==> src/rtl/mc2_joy_scan.sv <==
// mc2_joy_scan: DB9 joystick scanner with Mega Drive select handshake.
// Classifies each port and publishes a coherent active-low button word.
module mc2_joy_scan #(
  parameter int NUM_PORTS  = 2,
  parameter int STEP_DIV   = 192,
  parameter int IDLE_STEPS = 100
) (
  input  logic                      clk_i,
  input  logic                      res_n_i,
  input  logic                      enable_i,
  input  logic [NUM_PORTS-1:0]      atari_only_i,
  input  logic [NUM_PORTS-1:0]      joy_up_i,
  input  logic [NUM_PORTS-1:0]      joy_down_i,
  input  logic [NUM_PORTS-1:0]      joy_left_i,
  input  logic [NUM_PORTS-1:0]      joy_right_i,
  input  logic [NUM_PORTS-1:0]      joy_p6_i,
  input  logic [NUM_PORTS-1:0]      joy_p9_i,
  output logic                      joy_p7_o,
  output logic [12*NUM_PORTS-1:0]   joy_o,
  output logic [NUM_PORTS-1:0]      sixbtn_o,
  output logic                      valid_o
);

  localparam int SW = $clog2(STEP_DIV);
  localparam int IW = (IDLE_STEPS > 1) ? $clog2(IDLE_STEPS) : 1;

  localparam logic [SW-1:0] STEP_LAST = SW'(STEP_DIV - 1);
  localparam logic [IW-1:0] IDLE_LAST = IW'(IDLE_STEPS - 1);

  typedef enum logic [3:0] {
    S_IDLE,
    S_PH0,
    S_PH1,
    S_PH2,
    S_PH3,
    S_PH4,
    S_PH5,
    S_PH6,
    S_PH7
  } state_t;

  state_t state_q;
  state_t state_d;

  logic [SW-1:0] step_q;
  logic [IW-1:0] idle_q;
  logic [IW-1:0] idle_d;
  logic          sel_d;
  logic          phase_end;
  logic          idle_end;

  // per port pin bundle: {p9, p6, right, left, down, up}
  logic [NUM_PORTS-1:0][5:0] pin_raw;
  logic [NUM_PORTS-1:0][5:0] pin_s1;
  logic [NUM_PORTS-1:0][5:0] pin_s2;

  logic [NUM_PORTS-1:0][11:0] work_q;
  logic [NUM_PORTS-1:0]       md_q;
  logic [NUM_PORTS-1:0]       six_q;
  logic [NUM_PORTS-1:0]       md_now;
  logic [NUM_PORTS-1:0]       dirs_low;

  // gather raw pins into one bundle per port
  always_comb begin
    pin_raw = '1;
    for (int p = 0; p < NUM_PORTS; p++) begin
      pin_raw[p] = {joy_p9_i[p], joy_p6_i[p],
                    joy_right_i[p], joy_left_i[p],
                    joy_down_i[p], joy_up_i[p]};
    end
  end

  // two-flop synchronisers, idle-high
  always_ff @(posedge clk_i or negedge res_n_i) begin
    if (!res_n_i) begin
      pin_s1 <= '1;
      pin_s2 <= '1;
    end else begin
      pin_s1 <= pin_raw;
      pin_s2 <= pin_s1;
    end
  end

  assign phase_end = (step_q == STEP_LAST);
  assign idle_end  = (idle_q == IDLE_LAST);

  // phase step counter, wraps on the last cycle of each phase
  always_ff @(posedge clk_i or negedge res_n_i) begin
    if (!res_n_i) begin
      step_q <= '0;
    end else if (phase_end) begin
      step_q <= '0;
    end else begin
      step_q <= step_q + 1'b1;
    end
  end

  // state and idle-phase counter registers
  always_ff @(posedge clk_i or negedge res_n_i) begin
    if (!res_n_i) begin
      state_q <= S_IDLE;
      idle_q  <= '0;
    end else begin
      state_q <= state_d;
      idle_q  <= idle_d;
    end
  end

  // next state: advance one phase per step, enable checked at idle end
  always_comb begin
    state_d = state_q;
    idle_d  = idle_q;
    if (phase_end) begin
      unique case (state_q)
        S_IDLE: begin
          if (idle_end) begin
            idle_d = '0;
            if (enable_i) begin
              state_d = S_PH0;
            end
          end else begin
            idle_d = idle_q + 1'b1;
          end
        end
        S_PH0:   state_d = S_PH1;
        S_PH1:   state_d = S_PH2;
        S_PH2:   state_d = S_PH3;
        S_PH3:   state_d = S_PH4;
        S_PH4:   state_d = S_PH5;
        S_PH5:   state_d = S_PH6;
        S_PH6:   state_d = S_PH7;
        S_PH7:   state_d = S_IDLE;
        default: state_d = S_IDLE;
      endcase
    end
  end

  // select level of the upcoming state: even phases low
  always_comb begin
    sel_d = 1'b1;
    case (state_d)
      S_PH0,
      S_PH2,
      S_PH4,
      S_PH6:   sel_d = 1'b0;
      default: sel_d = 1'b1;
    endcase
  end

  // registered select so the pin never glitches
  always_ff @(posedge clk_i or negedge res_n_i) begin
    if (!res_n_i) begin
      joy_p7_o <= 1'b1;
    end else begin
      joy_p7_o <= sel_d;
    end
  end

  // pad signatures seen on the synchronised pins
  always_comb begin
    md_now   = '0;
    dirs_low = '0;
    for (int p = 0; p < NUM_PORTS; p++) begin
      md_now[p]   = ~pin_s2[p][2] & ~pin_s2[p][3]
                  & ~atari_only_i[p];
      dirs_low[p] = (pin_s2[p][3:0] == 4'b0000);
    end
  end

  // working word capture at the end of the sampling phases
  always_ff @(posedge clk_i or negedge res_n_i) begin
    if (!res_n_i) begin
      work_q <= '1;
      md_q   <= '0;
      six_q  <= '0;
    end else if (state_q == S_PH0) begin
      work_q <= '1;
      md_q   <= '0;
      six_q  <= '0;
    end else if (phase_end) begin
      for (int p = 0; p < NUM_PORTS; p++) begin
        case (state_q)
          S_PH1: begin
            work_q[p][5:0] <= pin_s2[p];
          end
          S_PH2: begin
            md_q[p] <= md_now[p];
            if (md_now[p]) begin
              work_q[p][7:6] <= pin_s2[p][5:4];
            end
          end
          S_PH4: begin
            six_q[p] <= md_q[p] & dirs_low[p];
          end
          S_PH5: begin
            if (six_q[p]) begin
              work_q[p][11:8] <= pin_s2[p][3:0];
            end
          end
          default: begin
          end
        endcase
      end
    end
  end

  // publish all ports together at the end of the scan
  always_ff @(posedge clk_i or negedge res_n_i) begin
    if (!res_n_i) begin
      joy_o    <= '1;
      sixbtn_o <= '0;
      valid_o  <= 1'b0;
    end else begin
      valid_o <= 1'b0;
      if (state_q == S_PH7 && phase_end) begin
        joy_o    <= work_q;
        sixbtn_o <= six_q;
        valid_o  <= 1'b1;
      end
    end
  end

endmodule

==> config.mk <==
export PLATFORM = sky130hd
export DESIGN_NAME = mc2_joy_scan
export DESIGN_NICKNAME = d
export VERILOG_FILES = /design/src/rtl/mc2_joy_scan.sv
export SDC_FILE = /design/constraint.sdc
export NUM_CORES = 1
export LEC_CHECK = 0
export CAP_MARGIN = 15
export CORE_MARGIN = 2
export CORE_UTILIZATION = 50
export CTS_CLUSTER_SIZE = 12
export DETAILED_ROUTE_END_ITERATION = 10
export PLACE_DENSITY = 0.75
export SLEW_MARGIN = 20
export SYNTH_ARGS = -nofsm -noshare
export SYNTH_HDL_FRONTEND = slang
export SYNTH_SLANG_ARGS = --single-unit
==> constraint.sdc <==
create_clock -name clk_i -period 2.1 [get_ports clk_i]
set_input_delay 0.315 -clock clk_i [delete_from_list [all_inputs] [get_ports clk_i]]
set_output_delay 0.315 -clock clk_i [all_outputs]
set_load 0.02 [all_outputs]
== After elaboration in Yosys (flattened, before gate mapping) ==
Cells that the tools add are included.
W data, S select, Z words.
Cells by class
  multipliers: 0
  muxes and demuxes: 28
  shift operators: 0
  equality and inequality tests: 14
  $lt $le $gt $ge: 0
  reduce and logical (&&, ||, !) cells: 22
  bitwise logic cells: 12
  add/sub/neg operators: 2
  divide/modulo/power cells: 0
Operator list (count)
  $mux W24: 2
  $pmux W4 S8: 1
  $mux W4: 7
  $eq A4 B3 Y1 const B: 6
  $reduce_bool A2 Y1: 9
  $mux W2: 8
  $eq A4 B2 Y1 const B: 3
  $logic_not A4 Y1: 3
  $mux W6: 2
  $reduce_and A3 Y1: 4
  $add A8 B1 Y8 const B: 1
  $eq A4 B1 Y1 const B: 2
  $eq A8 B8 Y1 const B: 1
  $mux W8: 1
  $reduce_and A2 Y1: 4
  $add A7 B1 Y7 const B: 1
  $eq A7 B7 Y1 const B: 1
  $mux W7: 1
  $and A1 B1 Y1: 6
  $mux W1: 6
  $not A1 Y1: 6
  $eq A4 B4 Y1 const B: 1
  $reduce_or A4 Y1: 1
  $logic_and A1 B1 Y1: 1
Word-level totals
  memory bits (writable): 0
  register bits after elaboration: 99
  ROM bits: 0
  input bits: 17
  logic and storage cells: 97
  latch bits: 0
  output and inout port bits: 28
  memories: 0

== Depth between registers and ports, before layout ==
Gate-level depths: netlist of the first run.
  depth after elaboration: 7
  mapped depth: 7
  gate-level depth less buffers: 5

== Worst setup path after synthesis of the first run ==
Ideal clock, no wire load.
  kind: register -> register
  start point: register step_q[0]
  end point: register sixbtn_o[1]
  period minus slack after synthesis: 2.161 ns
  required time: 1.975 ns
  setup slack: -0.061 ns
  buffers on the path: 1
  cell stages (with the launch flop): 7
  arrival: 2.036 ns
  setup time: 0.125 ns
  cells stage by stage: dfrtp_1 ha_1 nand4b_1 or2_1 nor4_4 buf_4 mux2_2
Between the ends
  cells in the longest elaborated chain, start to end: 2
RTL lines
  start: declaration: line 45  | logic [SW-1:0] step_q;
  start signal: assignment: line 94  | step_q <= step_q + 1'b1;
  $eq A8 B8 Y1: line 84  | assign phase_end = (step_q == STEP_LAST);
  $logic_and A1 B1 Y1: line 215  | if (state_q == S_PH7 && phase_end) begin
  end signal: assignment: line 217  | sixbtn_o <= six_q;
  end: declaration: line 20  | output logic [NUM_PORTS-1:0] sixbtn_o,
No other way between the ends.
A chain may end at the register's enable or synchronous reset.

== Worst setup path after layout of the first run ==
  start point: register step_q[6]
  end point: register idle_q[5]
Between the ends
  cells in the longest elaborated chain, start to end: 2
RTL lines
  $eq A8 B8 Y1: line 84
  $reduce_and A2 Y1 (no source line)
  end signal: assignment: line 105  | idle_q <= idle_d;
  end: declaration: line 46  | logic [IW-1:0] idle_q;
No other way between the ends.

==> metrics.md, run 1 <==
| Metric | Value |
|---|---|
| Postcts setup bufs | 0 |
| Count of state elements after synthesis | 99 |
| CTS H-tree depth | 3 |
| Pwr dens | 653.3 mW/mm^2 |
| TritonCTS clock tree | yes |
| Die area | 0.008505 mm^2 |
| WL/cell | 14.59 um |
| Switch Pwr | 0.6885 mW |
| Switching Share | 0.2205 |
| Status | finished clean |
| YS warnings | 0 |
| Num CTS Buffers | 9 |
| Clk_skew | 6.493 ps |
| Final Instance Area | 0.004778 mm^2 |
| Post-route ant nets | 0 |
| Area growth, synth to finish | 22.80% |
| Global-route wire length before repair | 11820 um |
| CTS sink count | 99 |
| Cell Int Power | 2.433 mW |
| Leakage | 1.950 nW |
| CTS Buffer Depth | 2 |
| Post-Synth XOR/XNOR Area | 0.009003 |
| Nets | slightly below 400 |
| Die X | 92.22 um |
| Simple-gate area share of the yosys netlist | 0.1395 |
| Ys flop type | dfstp_2 |
| Initial Util | 0.5088 |
| Synth unique cells | between 40 and 50 |
| Worst vdd ir | 0.5592 mV |
| Worst slew margin | 0.7422 |
| Final setup violation count | 0 |
| Worst Max-Slew Pin Slew | 381.6 ps |
| Total gr overflow | 0 |
| CP peak stage delay | 580 ps |
| Asr flop ratio synth | 1.000 |
| # diodes | 0 |
| Crit path arrival time | 2280 ps |
| Cell count after synthesis | just over 300 |
| Vias in the first global route | 2455 |
| I/O Buffers | between 40 and 50 |
| Setup_tns | 0 ps |
| IO Pins | 45 |
| Post-place instance area | 0.004591 mm^2 |
| Clock share of power | 0.341 |
| Drt total wl | around 7000 um |
| Startpoint Class | flop |
| Sequential share of power | 0.633 |
| Register area share after synthesis | 0.6601 |
| Synthesized Nets | around 330 |
| Die extent in y | approximately 90 um |
| Routability Congestion | 0.8461 |
| Crit end category | flop |
| Count leader, synth | dfstp_2 |
| Top cells by area, synth | dfstp_2 (49%), dfrtp_1 (17%), mux2_2 (5.8%), nand2_1 (3.2%), o21ai_0 (2.6%) |
| GRT Overall Usage | 0.1803 |
| Slew Limit Fails | 0 |
| Post-synth EDFFs | 0 |
| Slowest CP cell | or4b_4 |
| Critical-path cell list | or4b_4, or4_4, or3_1, o21ai_1 |
| Rows | 32 |
| Final Hold Fails | 0 |
| Worst Setup Path Type | reg -> reg |
| Synth top cells by count | dfstp_2 (73), nand2_1 (33), dfrtp_1 (26), mux2_2 (20), o21ai_0 (20) |
| Worst path required time | 2380 ps |
| Worst-Skew Late Latency | roughly 350 ps |
| Dpl hpwl | 5006 um |
| Root buf cell | clkbuf_8 |
| Via density per instance | 5.265 |
| Combinational Power Share | 0.027 |
| Reg clk slew, reported paths | 90 ps |
| Syn Area/Cell | 12.72 um^2 |
| Ratio of cells with drive above 1 in the final layout | 0.3714 |
| Crit-path max FO | 7 |
| Core Box Area | around 0.0076 mm^2 |
| Cell area after synthesis | 0.003891 mm^2 |
| Yosys top cell by area | dfstp_2 |
| Max-cap violations | 0 |
| Proportion of synthesized area in mux cells | 0.09582 |
| Largest net degree at the start of global routing | 37 |
| RSZ-0062 raised after global routing | false |
| Initial antenna violation count | 0 |
| Post-route clock period utilization | 0.9522 |
| Area fraction in compound gates after synthesis | 0.06559 |
| Largest family of logic cells by synthesized area | simple AND/OR/NAND/NOR gates |
| Post-Synth Adder-Cell Area | 0.006431 |
| DRC viols | 0 |
| Synth top area share | 0.4929 |
| Min cycle time layout | 2000 ps |
| Initial DRC Count | 155 |
| Vias post-DR | 2522 |
| Hold Crit Class | reg -> reg |
| Fmax | 500.1 MHz |
| TritonRoute pass-1 iters | 4 |
-- logic make-up (layout without fill, tap and decap cells) --
logic type / after synthesis / after routing
compound gates: 45 / 45
xor+xnor: 4 / 4
fa+ha+maj: 2 / 2
simple gates: 102 / 102
flops: 99 / 99
mux: 34 / 34
buf+inv: 20 / 91
-- worst paths after layout --
kind                                 start    endpoint  slack, ps  depth (start not counted)
worst max-delay path             step_q[6]   idle_q[5]        100                          4
worst min-delay path            pin_s1[11]  pin_s2[11]        350                          0
worst max register to register   step_q[6]   idle_q[5]        100                          4
worst min register to register  pin_s1[11]  pin_s2[11]        350                          0
max in group asynchronous          res_n_i   joy_o[15]       1120                          3
min in group asynchronous          res_n_i     md_q[1]        370                          2
-- cells in the final DEF (no fill, tap or decap), types with 2 or more instances in the layout --
| master | n |
|---|---|
| mux2_2 | 20 |
| a221o_1 | 2 |
| mux2_1 | 6 |
| nor2_1 | 14 |
| o21ai_0 | 20 |
| buf_6 | 2 |
| inv_1 | 7 |
| clkinv_2 | 2 |
| nor3_1 | 11 |
| nand2_1 | 33 |
| or3_1 | 4 |
| nand2b_1 | 2 |
| xnor2_1 | 2 |
| ha_1 | 2 |
| clkdlybuf4s50_1 | 43 |
| dfrtp_1 | 26 |
| dfstp_2 | 73 |
| clkbuf_8 | 9 |
| xor2_1 | 2 |
| nand3_1 | 12 |
| nor2b_1 | 2 |
| nor4_2 | 2 |
| o31ai_1 | 2 |
| and3_1 | 3 |
| mux2i_1 | 8 |
| a21oi_1 | 10 |
| buf_4 | 22 |
| nor4_1 | 6 |
| a31oi_1 | 7 |
-- metrics by stage --
step	hold WS (ps)	util	setup WS (ps)	cells	total power, mW
finish	352.6	0.6248	100.5	479	3.122
floorplan	19.41	-	-60.57	306	2.010
detailed placement	204.6	0.6003	54.61	463	2.093
global placement	202.4	0.6003	99.90	463	2.089
global route	324.3	0.6248	16.41	479	3.264
CTS	336.3	0.6234	19.29	479	3.172
-- state kept, by name, indices dropped and copies added (netlist names) --
| signal | cells |
|---|---|
| joy_o | 24 |
| work_q | 24 |
| idle_q | 7 |
| six_q | 2 |
| valid_o | 1 |
| step_q | 8 |
| state_q | 4 |
| md_q | 2 |
| sixbtn_o | 2 |
| pin_s1 | 12 |
| joy_p7_o | 1 |
| pin_s2 | 12 |
-- critical path, delay by kind of cell, from the launching register on --
kind | cells | cell delay, ps
simple gates | 3 | 1430
compound gates | 1 | 70
flops | 1 | 430
-- area by class of cell --
class	instances	area [um^2]
tap	102	127.6
clock inverter	5	38.79
timing repair buffer	69	648.1
fill	594	2869
sequential	99	2569
clock buffer	10	127.6
inverter	7	26.28
multi-input combinational	187	1241
-- power groups by stage --
stage / registers, mW / clock network (mW) / logic, mW
2_1_floorplan: 2.00 / 0 / 0.00919
3_3_place_gp: 2.01 / 0 / 0.0833
3_5_place_dp: 2.01 / 0 / 0.0855
4_1_cts: 1.98 / 1.11 / 0.0874
5_1_grt: 1.98 / 1.19 / 0.0959
6_report: 1.98 / 1.06 / 0.0836
-- timing repair --
item,4_1_cts,5_1_grt
hold buffers,1,0
setup endpoints to repair,0,25
gates resized for setup,0,3
hold endpoints to repair,2,0
-- layer usage --
layer	global-route usage	part of all wire	up-vias
li1	-	-	1208
met2	0.2837	0.49	57
met1	0.2415	0.45	1250
met3	0.06491	0.046	7
met5	0	0	-
met4	0.04229	0.0089	0
Power figures use the tool's default switching activity.
==> inputs of run 2 (changes only) <==
--- a/config.mk
+++ b/config.mk
@@ -7,10 +7,9 @@
 export LEC_CHECK = 0
 export CAP_MARGIN = 15
 export CORE_MARGIN = 2
-export CORE_UTILIZATION = 50
+export CORE_UTILIZATION = 40
 export CTS_CLUSTER_SIZE = 12
 export DETAILED_ROUTE_END_ITERATION = 10
-export PLACE_DENSITY = 0.75
 export SLEW_MARGIN = 20
 export SYNTH_ARGS = -nofsm -noshare
 export SYNTH_HDL_FRONTEND = slang
==> run 2 against run 1 <==
Effect of this change:
- wire length is 2.3% higher
- die area is 24% higher
- global-route usage is 2.8 points lower
- total power is 5.6% higher
- sequential power hardly changed
- utilization is 11 points lower
- final area is 1.1% higher
==> metrics.md, run 2 (same netlist as run 1, synthesis figures left out) <==
| Metric | Value |
|---|---|
| DRC viols | 0 |
| Pwr dens | 682.4 mW/mm^2 |
| Slowest CP cell | or4b_4 |
| Most frequent cells in the layout | dfstp_2 (73), clkdlybuf4s50_1 (43), nand2_1 (33), dfrtp_1 (26) |
| Final core occ | 0.5179 |
| Fillers | 809 |
| Initial DRC Count | 50 |
| Post-route ant nets | 0 |
| Biggest regs | joy_o x24, work_q x24 |
| Status | finished clean |
| Initial antenna violation count | 0 |
| Clk_skew | ~13 ps |
| Crit-path max FO | 7 |
| Critical-path cell list | or4b_4, or4_4, or3_1, o21ai_1 |
| Total gr overflow | 0 |
| CTS H-tree depth | 3 |
| Vias in the first global route | 2561 |
| Area growth, synth to finish | 24.15% |
| RSZ-0062 raised after global routing | false |
| I/O Buffers | 44 |
| Final Hold Fails | 0 |
| Routability Congestion | between 0.8 and 0.9 |
| Worst Setup Path Type | reg -> reg |
| Largest net degree at the start of global routing | 43 |
| Reg clk slew, reported paths | 100 ps |
| Min cycle time layout | 1995 ps |
| Startpoint Class | flop |
| Post-place instance area | 0.004602 mm^2 |
| Top sig layer | met4 |
| Worst slew margin | 0.6469 |
| Overall power | 3.297 mW |
| Slew Limit Fails | 0 |
| Inst Count DP | 487 |
| Drt total wl | 7152 um |
| TritonRoute pass-1 iters | 4 |
| Die extent in y | 102.6 um |
| Final std cells w/o fill | 504 |
| Dpl hpwl | 4953 um |
| WL met3 | 257 um |
| Rows | 35 |
| DRT met1 WL | 3383 um |
| IO Pins | 45 |
| # diodes | 0 |
| CTS sink count | 99 |
| Max-cap violations | 0 |
| Hold Crit Class | in -> reg |
| Nets | 389 |
| Worst Max-Slew Pin Slew | 529.6 ps |
| Crit end category | flop |
| Postcts setup bufs | 0 |
| TritonCTS clock tree | yes |
| Worst path required time | approximately 2400 ps |
| Ratio of cells with drive above 1 in the final layout | 0.3733 |
| Post-route clock period utilization | 0.9499 |
| Leakage | a little under 2 nW |
| Num CTS Buffers | 9 |
| WL met2 | 3470 um |
| Global-route wire length before repair | ~12000 um |
| Hold Slack | roughly 340 ps |
| Final setup violation count | 0 |
| Worst path bufs/invs | 0 |
| Core Box Area | 0.009328 mm^2 |
| Die X | 102.6 um |
| Worst vdd ir | 0.5209 mV |
| CP peak stage delay | 580 ps |
| WL/cell | between 10 and 15 um |
| Crit path arrival time | between 2000 and 2500 ps |
| Root buf cell | clkbuf_8 |
| CTS Buffer Depth | 2 |
| Worst-Skew Late Latency | 360 ps |
| Most common cell after layout, fill and taps aside | dfstp_2 |
| GRT Overall Usage | 0.1524 |
| Initial Util | 0.4172 |
| Final Instance Area | 0.004831 mm^2 |
| Via density per instance | about 5 |
| Fmax | ~500 MHz |
| Critical path's top delay family | simple AND/OR/NAND/NOR gates |
| Die area | 0.01053 mm^2 |
| Vias post-DR | ~2.5k |
run 2: cell types whose count changed in the layout (fill, tap and decap cells not counted):
cell and change:
ha_2 +1, bufinv_16 +1, clkinv_2 -1, buf_4 -3
clkinv_4 -1, inv_8 +1, clkbuf_1 -1, ha_1 -1
clkinvlp_4 +2
run 2: layer usage:
layer,vias up,GRT usage
met5,-,0
met4,0,0.03795
li1,1215,-
met2,45,0.2363
met3,2,0.05492
met1,1270,0.2057
run 2: area by class of cell:
| class | instances | area (um^2) | area share |
|---|---|---|---|
| sequential | 99 | 2569 | 0.5317 |
| tap | 129 | 161.4 | 0.03341 |
| multi-input combinational | 187 | 1244 | 0.2574 |
| inverter | 7 | 26.28 | 0.005439 |
| clock buffer | 9 | 123.9 | 0.02564 |
| clock inverter | 7 | 81.33 | 0.01684 |
| timing repair buffer | 66 | 625.6 | 0.1295 |
run 2: metrics by stage:
stage / setup WS (ps) / setup TNS [ps]
2_1_floorplan: -60.57 / -367.5
3_3_place_gp: 88.38 / 0
3_5_place_dp: 62.43 / 0
4_1_cts: 29.17 / 0
5_1_grt: 24.21 / 0
6_report: 105.2 / 0
run 2: repair_timing:
action | 4_1_cts | 5_1_grt
endpoints found under the hold margin | 2 | 0
hold buffers | 1 | 0
endpoints found under the setup margin | 0 | 20
gates resized for setup | 0 | 4
run 2: report_power, final:
part	total, mW	leakage (nW)	internal (mW)	switching (mW)
combinational	0.0830	0.749	0.0370	0.0460
clock	1.24	0.0997	0.569	0.670
sequential	1.97	1.10	1.96	0.0151
total	3.30	1.95	2.57	0.731
run 2: worst paths after layout:
check	startpoint	to	slack, ps	cells past startpoint
worst max-delay path	step_q[6]	idle_q[5]	110	4
worst min-delay path	joy_p6_i[1]	pin_s1[10]	340	1
worst max register to register	step_q[6]	idle_q[5]	110	4
worst min register to register	pin_s1[3]	pin_s2[3]	350	0
max in group asynchronous	res_n_i	work_q[15]	940	3
min in group asynchronous	res_n_i	md_q[0]	480	2
==> inputs of run 3 (changes only) <==
--- a/config.mk
+++ b/config.mk
@@ -10,6 +10,7 @@
 export CORE_UTILIZATION = 40
 export CTS_CLUSTER_SIZE = 12
 export DETAILED_ROUTE_END_ITERATION = 10
+export GPL_ROUTABILITY_DRIVEN = 0
 export SLEW_MARGIN = 20
 export SYNTH_ARGS = -nofsm -noshare
 export SYNTH_HDL_FRONTEND = slang
==> results of run 3 <==
Same layout as run 2: the final DEF is identical, and so are final timing and power.
